==> config.mk <==
export PLATFORM = sky130hd
export DESIGN_NAME = board_shift_flat
export DESIGN_NICKNAME = d
export VERILOG_FILES = /design/src/rtl/board_pkg.sv /design/src/rtl/board_shift_if.sv /design/src/rtl/move_cell.sv /design/src/rtl/board_shift.sv /design/src/flat_wrapper.sv
export SDC_FILE = /design/constraint.sdc
export NUM_CORES = 1
export LEC_CHECK = 0
export ABC_AREA = 1
export BUFFER_PORTS_ARGS = -buffer_cell sky130_fd_sc_hd__buf_2
export CORE_MARGIN = 4
export CORE_UTILIZATION = 40
export CTS_CLUSTER_DIAMETER = 100
export DETAILED_ROUTE_END_ITERATION = 8
export GPL_TIMING_DRIVEN = 0
export PLACE_DENSITY = 0.64
export SYNTH_ARGS = -nofsm -noshare
export SYNTH_HDL_FRONTEND = slang
export SYNTH_SLANG_ARGS = --single-unit
==> constraint.sdc <==
create_clock -name clk -period 4.29 [get_ports clk]
set_input_delay 0.2145 -clock clk [delete_from_list [all_inputs] [get_ports clk]]
set_output_delay 0.2145 -clock clk [all_outputs]
set_load 0.02 [all_outputs]
==> src/rtl/board_pkg.sv <==
`default_nettype none
// ============================================================================
//  Module   : board_pkg
//  Purpose  : Shared types, constants and the line/position-to-cell mapping
//             for the 4x4 sliding-tile board mover.
//  Revision : 1.0 - initial release
// ============================================================================
package board_pkg;

    localparam int CELL_W    = 4;
    localparam int BOARD_W   = 64;
    localparam int NUM_CELLS = 16;

    localparam logic [1:0] DIR_UP    = 2'd0;
    localparam logic [1:0] DIR_DOWN  = 2'd1;
    localparam logic [1:0] DIR_LEFT  = 2'd2;
    localparam logic [1:0] DIR_RIGHT = 2'd3;

    typedef enum logic [1:0] {
        ST_IDLE = 2'd0,
        ST_STEP = 2'd1,
        ST_DONE = 2'd2
    } state_t;

    // Position 0 is always the wall the tiles slide towards; the result is
    // the flat cell index 4*row+col.
    function automatic logic [3:0] cell_index(input logic [1:0] dir,
                                              input logic [1:0] line,
                                              input logic [1:0] pos);
        logic [1:0] row;
        logic [1:0] col;
        row = line;
        col = pos;
        case (dir)
            DIR_LEFT:  begin row = line;         col = pos;          end
            DIR_RIGHT: begin row = line;         col = 2'd3 - pos;   end
            DIR_UP:    begin row = pos;          col = line;         end
            DIR_DOWN:  begin row = 2'd3 - pos;   col = line;         end
        endcase
        return {row, col};
    endfunction

endpackage
`default_nettype wire

==> src/rtl/board_shift_if.sv <==
`default_nettype none
// ============================================================================
//  Module   : board_shift_if
//  Purpose  : Command/result bundle of the board mover.
//  Revision : 1.0 - initial release
// ============================================================================
interface board_shift_if;
    import board_pkg::*;

    logic                  start;
    logic [1:0]            dir;
    logic [BOARD_W-1:0]    board_in;
    logic [BOARD_W-1:0]    board_out;
    logic                  busy;
    logic                  done;
    logic                  moved;
    logic [3:0]            merge_cnt;

    modport master (
        output start, dir, board_in,
        input  board_out, busy, done, moved, merge_cnt
    );

    modport slave (
        input  start, dir, board_in,
        output board_out, busy, done, moved, merge_cnt
    );

endinterface
`default_nettype wire

==> src/rtl/move_cell.sv <==
`default_nettype none
// ============================================================================
//  Module   : move_cell
//  Purpose  : Combinational evaluation of one (from, to) cell pair: slide
//             into an empty cell, merge equal values, or leave unchanged.
//  Revision : 1.0 - initial release
// ============================================================================
module move_cell
    import board_pkg::*;
(
    input  wire logic [CELL_W-1:0] i_from,
    input  wire logic [CELL_W-1:0] i_to,
    input  wire logic              i_to_is_marked,
    output logic      [CELL_W-1:0] o_from,
    output logic      [CELL_W-1:0] o_to,
    output logic                   o_slid,
    output logic                   o_merged
);

    // A marked target (already merged this move, or saturated at 15) blocks
    // both sliding and merging.
    always_comb begin
        o_from   = i_from;
        o_to     = i_to;
        o_slid   = 1'b0;
        o_merged = 1'b0;
        if (i_from != '0 && !i_to_is_marked) begin
            if (i_to == '0) begin
                o_to   = i_from;
                o_from = '0;
                o_slid = 1'b1;
            end else if (i_to == i_from) begin
                o_to     = i_to + 1'b1;
                o_from   = '0;
                o_merged = 1'b1;
            end
        end
    end

endmodule
`default_nettype wire

==> src/rtl/board_shift.sv <==
`default_nettype none
// ============================================================================
//  Module   : board_shift
//  Purpose  : Sequential 4x4 tile-board mover. One cell pair is evaluated per
//             cycle, walking each line from the wall outwards, so a move takes
//             12..24 STEP cycles followed by a single DONE cycle.
//  Revision : 1.0 - initial release
// ============================================================================
module board_shift
    import board_pkg::*;
(
    input  wire logic       clk,
    input  wire logic       rst,
    board_shift_if.slave    bus
);

    state_t                 r_state;
    logic [BOARD_W-1:0]     r_board;
    logic [1:0]             r_dir;
    logic [NUM_CELLS-1:0]   r_marks;
    logic [1:0]             r_line;
    logic [1:0]             r_src;
    logic [1:0]             r_pos;
    logic                   r_busy;
    logic                   r_done;
    logic                   r_moved;
    logic [3:0]             r_merge_cnt;

    logic [3:0]             w_from_idx;
    logic [3:0]             w_to_idx;
    logic [CELL_W-1:0]      w_from_val;
    logic [CELL_W-1:0]      w_to_val;
    logic                   w_to_marked;
    logic [CELL_W-1:0]      w_new_from;
    logic [CELL_W-1:0]      w_new_to;
    logic                   w_slid;
    logic                   w_merged;

    // Address mux: pick the current pair and its merge-blocking status.
    always_comb begin
        w_from_idx  = cell_index(r_dir, r_line, r_pos);
        w_to_idx    = cell_index(r_dir, r_line, r_pos - 2'd1);
        w_from_val  = r_board[{w_from_idx, 2'b00} +: CELL_W];
        w_to_val    = r_board[{w_to_idx, 2'b00} +: CELL_W];
        w_to_marked = r_marks[w_to_idx] | (w_to_val == {CELL_W{1'b1}});
    end

    move_cell u_move_cell (
        .i_from         (w_from_val),
        .i_to           (w_to_val),
        .i_to_is_marked (w_to_marked),
        .o_from         (w_new_from),
        .o_to           (w_new_to),
        .o_slid         (w_slid),
        .o_merged       (w_merged)
    );

    // Control FSM, pair write-back, marks and result flags.
    always_ff @(posedge clk) begin
        if (rst) begin
            r_state     <= ST_IDLE;
            r_board     <= '0;
            r_dir       <= DIR_UP;
            r_marks     <= '0;
            r_line      <= 2'd0;
            r_src       <= 2'd1;
            r_pos       <= 2'd1;
            r_busy      <= 1'b0;
            r_done      <= 1'b0;
            r_moved     <= 1'b0;
            r_merge_cnt <= 4'd0;
        end else begin
            r_done <= 1'b0;
            case (r_state)
                ST_IDLE: begin
                    if (bus.start) begin
                        r_board     <= bus.board_in;
                        r_dir       <= bus.dir;
                        r_marks     <= '0;
                        r_moved     <= 1'b0;
                        r_merge_cnt <= 4'd0;
                        r_line      <= 2'd0;
                        r_src       <= 2'd1;
                        r_pos       <= 2'd1;
                        r_busy      <= 1'b1;
                        r_state     <= ST_STEP;
                    end
                end
                ST_STEP: begin
                    r_board[{w_from_idx, 2'b00} +: CELL_W] <= w_new_from;
                    r_board[{w_to_idx, 2'b00} +: CELL_W]   <= w_new_to;
                    if (w_merged) begin
                        r_marks[w_to_idx] <= 1'b1;
                        r_merge_cnt       <= r_merge_cnt + 4'd1;
                    end
                    if (w_slid || w_merged) begin
                        r_moved <= 1'b1;
                    end
                    // A slide keeps chasing the tile towards the wall; every
                    // other outcome moves on to the next source tile.
                    if (w_slid && r_pos > 2'd1) begin
                        r_pos <= r_pos - 2'd1;
                    end else if (r_src < 2'd3) begin
                        r_src <= r_src + 2'd1;
                        r_pos <= r_src + 2'd1;
                    end else if (r_line < 2'd3) begin
                        r_line <= r_line + 2'd1;
                        r_src  <= 2'd1;
                        r_pos  <= 2'd1;
                    end else begin
                        r_line  <= 2'd0;
                        r_src   <= 2'd1;
                        r_pos   <= 2'd1;
                        r_done  <= 1'b1;
                        r_state <= ST_DONE;
                    end
                end
                ST_DONE: begin
                    r_busy  <= 1'b0;
                    r_state <= ST_IDLE;
                end
                default: begin
                    r_busy  <= 1'b0;
                    r_state <= ST_IDLE;
                end
            endcase
        end
    end

    assign bus.board_out = r_board;
    assign bus.busy      = r_busy;
    assign bus.done      = r_done;
    assign bus.moved     = r_moved;
    assign bus.merge_cnt = r_merge_cnt;

endmodule
`default_nettype wire

==> src/flat_wrapper.sv <==
// flat-port wrapper written by rule: the top's interface ports become plain ports
module board_shift_flat import board_pkg::*;
  (clk, rst, bus_start, bus_dir, bus_board_in, bus_board_out, bus_busy, bus_done, bus_moved, bus_merge_cnt);
  board_shift_if bus_i ();
  input  wire logic clk;
  input  wire logic rst;
  input wire logic [$bits(bus_i.start)-1:0] bus_start;
  input wire logic [$bits(bus_i.dir)-1:0] bus_dir;
  input wire logic [$bits(bus_i.board_in)-1:0] bus_board_in;
  output wire logic [$bits(bus_i.board_out)-1:0] bus_board_out;
  output wire logic [$bits(bus_i.busy)-1:0] bus_busy;
  output wire logic [$bits(bus_i.done)-1:0] bus_done;
  output wire logic [$bits(bus_i.moved)-1:0] bus_moved;
  output wire logic [$bits(bus_i.merge_cnt)-1:0] bus_merge_cnt;
  assign bus_i.start = bus_start;
  assign bus_i.dir = bus_dir;
  assign bus_i.board_in = bus_board_in;
  assign bus_board_out = bus_i.board_out;
  assign bus_busy = bus_i.busy;
  assign bus_done = bus_i.done;
  assign bus_moved = bus_i.moved;
  assign bus_merge_cnt = bus_i.merge_cnt;
  board_shift u_core (.clk(clk), .rst(rst), .bus(bus_i));
endmodule
==> impl_results.md <==
* Reg area at 1943 sq um
* Hold_sp: bus_dir[1]
* Relative slew slack at 0.3207
* Initial antenna violation count at 0
* Detailed Routing Iterations Pass 1 at 6
* Routed via count at 10679
* Die X at 152.5 um
* FP Rows at 52
* Top post-synthesis cells by area: dfxtp_1 (23%), nand2_1 (21%), nor2_1 (10%)
* Worst Reg-to-Reg Cells at 18
* Die area at 23270 sq um
* Clock skew at 10.18 ps
* Synthesis Warnings at 0
* Nets at 1699
* Pin count of the biggest net entering global routing at 21
* Max incr delay on CP at 420 ps
* Number of DRC markers in iteration 0 at 1218
* WL/cell at 21.34 um
* First-pass GRT wire length at 59140 um
* Port-buffer cells at 139
* Tot GR Track Use at 0.3307
* VDD IR max at 0.1964 mV
* Most common cell after layout, fill and taps aside: nand2_1
* ANT cells at 0
* Clock latency on the worst-skew pair at 380 ps
* Crit-path cells: inv_1 > ha_1 > nand3_1 > nand3_4 > buf_4 > ha_1 > nand2_1 > nand2_1 > o21ai_1 > nor2_1 > inv_1 > nor2_1 > inv_1 > a31oi_1 > inv_1 > nor2_1 > nand2_1 > a21oi_1
* Final hold violations at 0
* Root buffer cell: clkbuf_16
* Clk sinks at 97
* RSZ-0062 raised after global routing: true
* Maximum clock path buffer count at 2
* DP Cell Count at 1873
* Total wire length at 40320 um
* Non-filler cells, final at 1889
* Seq cells post-synth at 97
* Setup crit end kind: flip-flop
* Crit path kind: reg -> reg
* Finish-stage setup viols at 0
* Filler cells at 2255
* Core area at 20360 sq um
* Status: complete, no violations
* Commonest non-fill, non-tap cells in the layout: nand2_1 (470), nor2_1 (223), buf_2 (157)
* CP most frequent cell: inv_1
* Reg-to-reg endpoint: u_core.bus.board_out[25]$_SDFFE_PP0P_
* CTS tree: built
* Top cell type's share of synthesized area at 0.2324
* Sink of the worst hold path: u_core.r_dir[1]$_SDFFE_PP0P_
* Startpoint Class: flip-flop
* Mapped Nets at 1549
* RR Startpoint: u_core.r_pos[1]$_SDFFE_PP0P_
* H-tree depth at 3
* Final Hold Slack at 135.9 ps
* Tmin final at 4140 ps
* PD cells at 542.1 nW/um^2
* ANT nets after route at 0
* Die height at 152.5 um
* Ratio of cells with drive above 1 in the final layout at 0.1717
* Routability cong. at 1.027
* Worst Path Max Fanout at 12
* Cell at the slowest stage of the critical path: dfxtp_1
* Maximum capacitance violations at 0
* Leakage at 0.004413 uW
* Syn_area_per_cell at 5.707 sq um
* Initial Util at 0.4103
* Slew Viols, Final at 0
* Register area share after synthesis at 0.2324
* Ports at 140
* Number of global-route vias before repair at 9836
* Grt ovf at 0
* Post-Syn Area at 8356 sq um
* Achievable Freq at 0.2415 GHz
* Post-CTS setup buffers at 0
* Hold Path Class: in -> reg
* # DRC at 0
* # hold bufs at CTS at 0
* Yosys cell types at 44
* Multi-input logic area at 5675 sq um
* Dominant cell type by area after synthesis: dfxtp_1
* CP required at 4590 ps
* Gate Count Post-Synth at 1464
* Hold path cells at 3
* Worst reg2reg setup slack at 150 ps
* Via-per-instance ratio at 5.653
* Crit path DAT at 4440 ps
* Pin slew with the least headroom to its limit at 1010 ps
* CTS clock-pin slew for the worst setup and hold paths at 80 ps
* CTS Buf Count at 9
* Synth-to-layout area growth at 17.34%
* Dpl hpwl at 32120 um
* Final period util at 0.9650
-- registers in the layout, indices dropped and copies added (netlist names) --
| register | cells |
|---|---|
| u_core.r_src | 2 |
| u_core.bus.merge_cnt | 4 |
| u_core.r_line | 2 |
| u_core.r_pos | 2 |
| u_core.r_marks | 16 |
| u_core.bus.busy | 1 |
| u_core.bus.done | 1 |
| u_core.bus.moved | 1 |
| u_core.bus.board_out | 64 |
| u_core.r_dir | 2 |
| u_core.r_state | 2 |
-- power breakdown --
| group | leakage, uW | switching [uW] | internal [uW] |
|---|---|---|---|
| sequential | 0.000794 | 188 | 1010 |
| combinational | 0.00347 | 2400 | 847 |
| clock | 0.000148 | 457 | 415 |
-- cells by family after synthesis --
kind of cell / Yosys count / synth area share
AOI/OAI and AO/OA: 189 / 0.1306
buffers and inverters: 191 / 0.1009
adders and majority gates: 16 / 0.02396
xor gates and xnor gates: 1 / 0.001048
and+or+nand+nor: 970 / 0.5111
DFF: 97 / 0.2324
-- through the flow --
stage	power (uW)	util	setup slack (ps)	TNS [ps]	cell area, sq um
finish	5315	0.4814	150.0	0	9804
global placement	4294	0.4610	-139.6	-649.6	9389
global route	5606	0.4814	-83.71	-393.8	9804
CTS	5165	0.4767	48.58	0	9707
floorplan	3204	-	1204	0	8356
detailed placement	4290	0.4610	-80.13	-283.4	9389
-- cells in the mapped netlist, drive strengths merged --
library cell	n
nor4	3
o221ai	1
nand3	139
buf	42
xor2	1
dfxtp	97
nand2	485
nand3b	1
o211ai	30
o22ai	1
inv	119
a211oi	1
nand4	65
o211a	1
nor3b	1
o31ai	14
o21ai	36
nor2	245
nor3	27
a31oi	12
clkbuf	24
clkinv	6
ha	16
a21oi	93
or2	4
-- worst max-delay path by stage --
stage	depth (start not counted)	from	endpoint	slack (ps)
global route	27	u_core.r_pos[1]$_SDFFE_PP0P_	u_core.bus.board_out[16]$_SDFFE_PP0P_	-80
global placement	15	u_core.r_pos[0]$_SDFFE_PP1P_	u_core.bus.board_out[30]$_SDFFE_PP0P_	-140
floorplan	14	u_core.r_pos[0]$_SDFFE_PP1P_	u_core.bus.board_out[36]$_SDFFE_PP0P_	1200
CTS	25	u_core.r_pos[0]$_SDFFE_PP1P_	u_core.bus.board_out[22]$_SDFFE_PP0P_	50
detailed placement	15	u_core.r_pos[0]$_SDFFE_PP1P_	u_core.bus.board_out[28]$_SDFFE_PP0P_	-80
finish	18	u_core.r_pos[1]$_SDFFE_PP0P_	u_core.bus.board_out[25]$_SDFFE_PP0P_	150
-- worst max-delay path, delay by kind of cell (launching register included) --
kind                     cells  cell delay, ps
AO/OA/AOI/OAI                3             660
AND/OR/NAND/NOR              8            1490
adder cells (fa/ha/maj)      2             680
buffers and inverters        5             830
flip-flops                   1             420
-- repair_timing --
| action | 4_1_cts | 5_1_grt |
|---|---|---|
| pin swaps | 0 | 2 |
| gates resized for setup | 4 | 26 |
| endpoints found under the setup margin | 8 | 66 |
-- routing by layer --
metal  wire (um)  vias up  global-route usage
li1            -     5101                   -
met1       16290     4885              0.4217
met2       18500      566              0.5491
met3        3169      127             0.03891
met4        2359        0              0.1744
met5           0        -                   0
-- cell type report --
type                       count  area share
clock inverter                 7    0.008040
multi-input combinational   1176      0.5789
timing repair buffer         139     0.07095
sequential                    97      0.1982
clock buffer                   9     0.02297
buffer                        66     0.03867
inverter                     125     0.04786
tap                          270     0.03446
No activity file was read; power rests on OpenSTA's default activity.
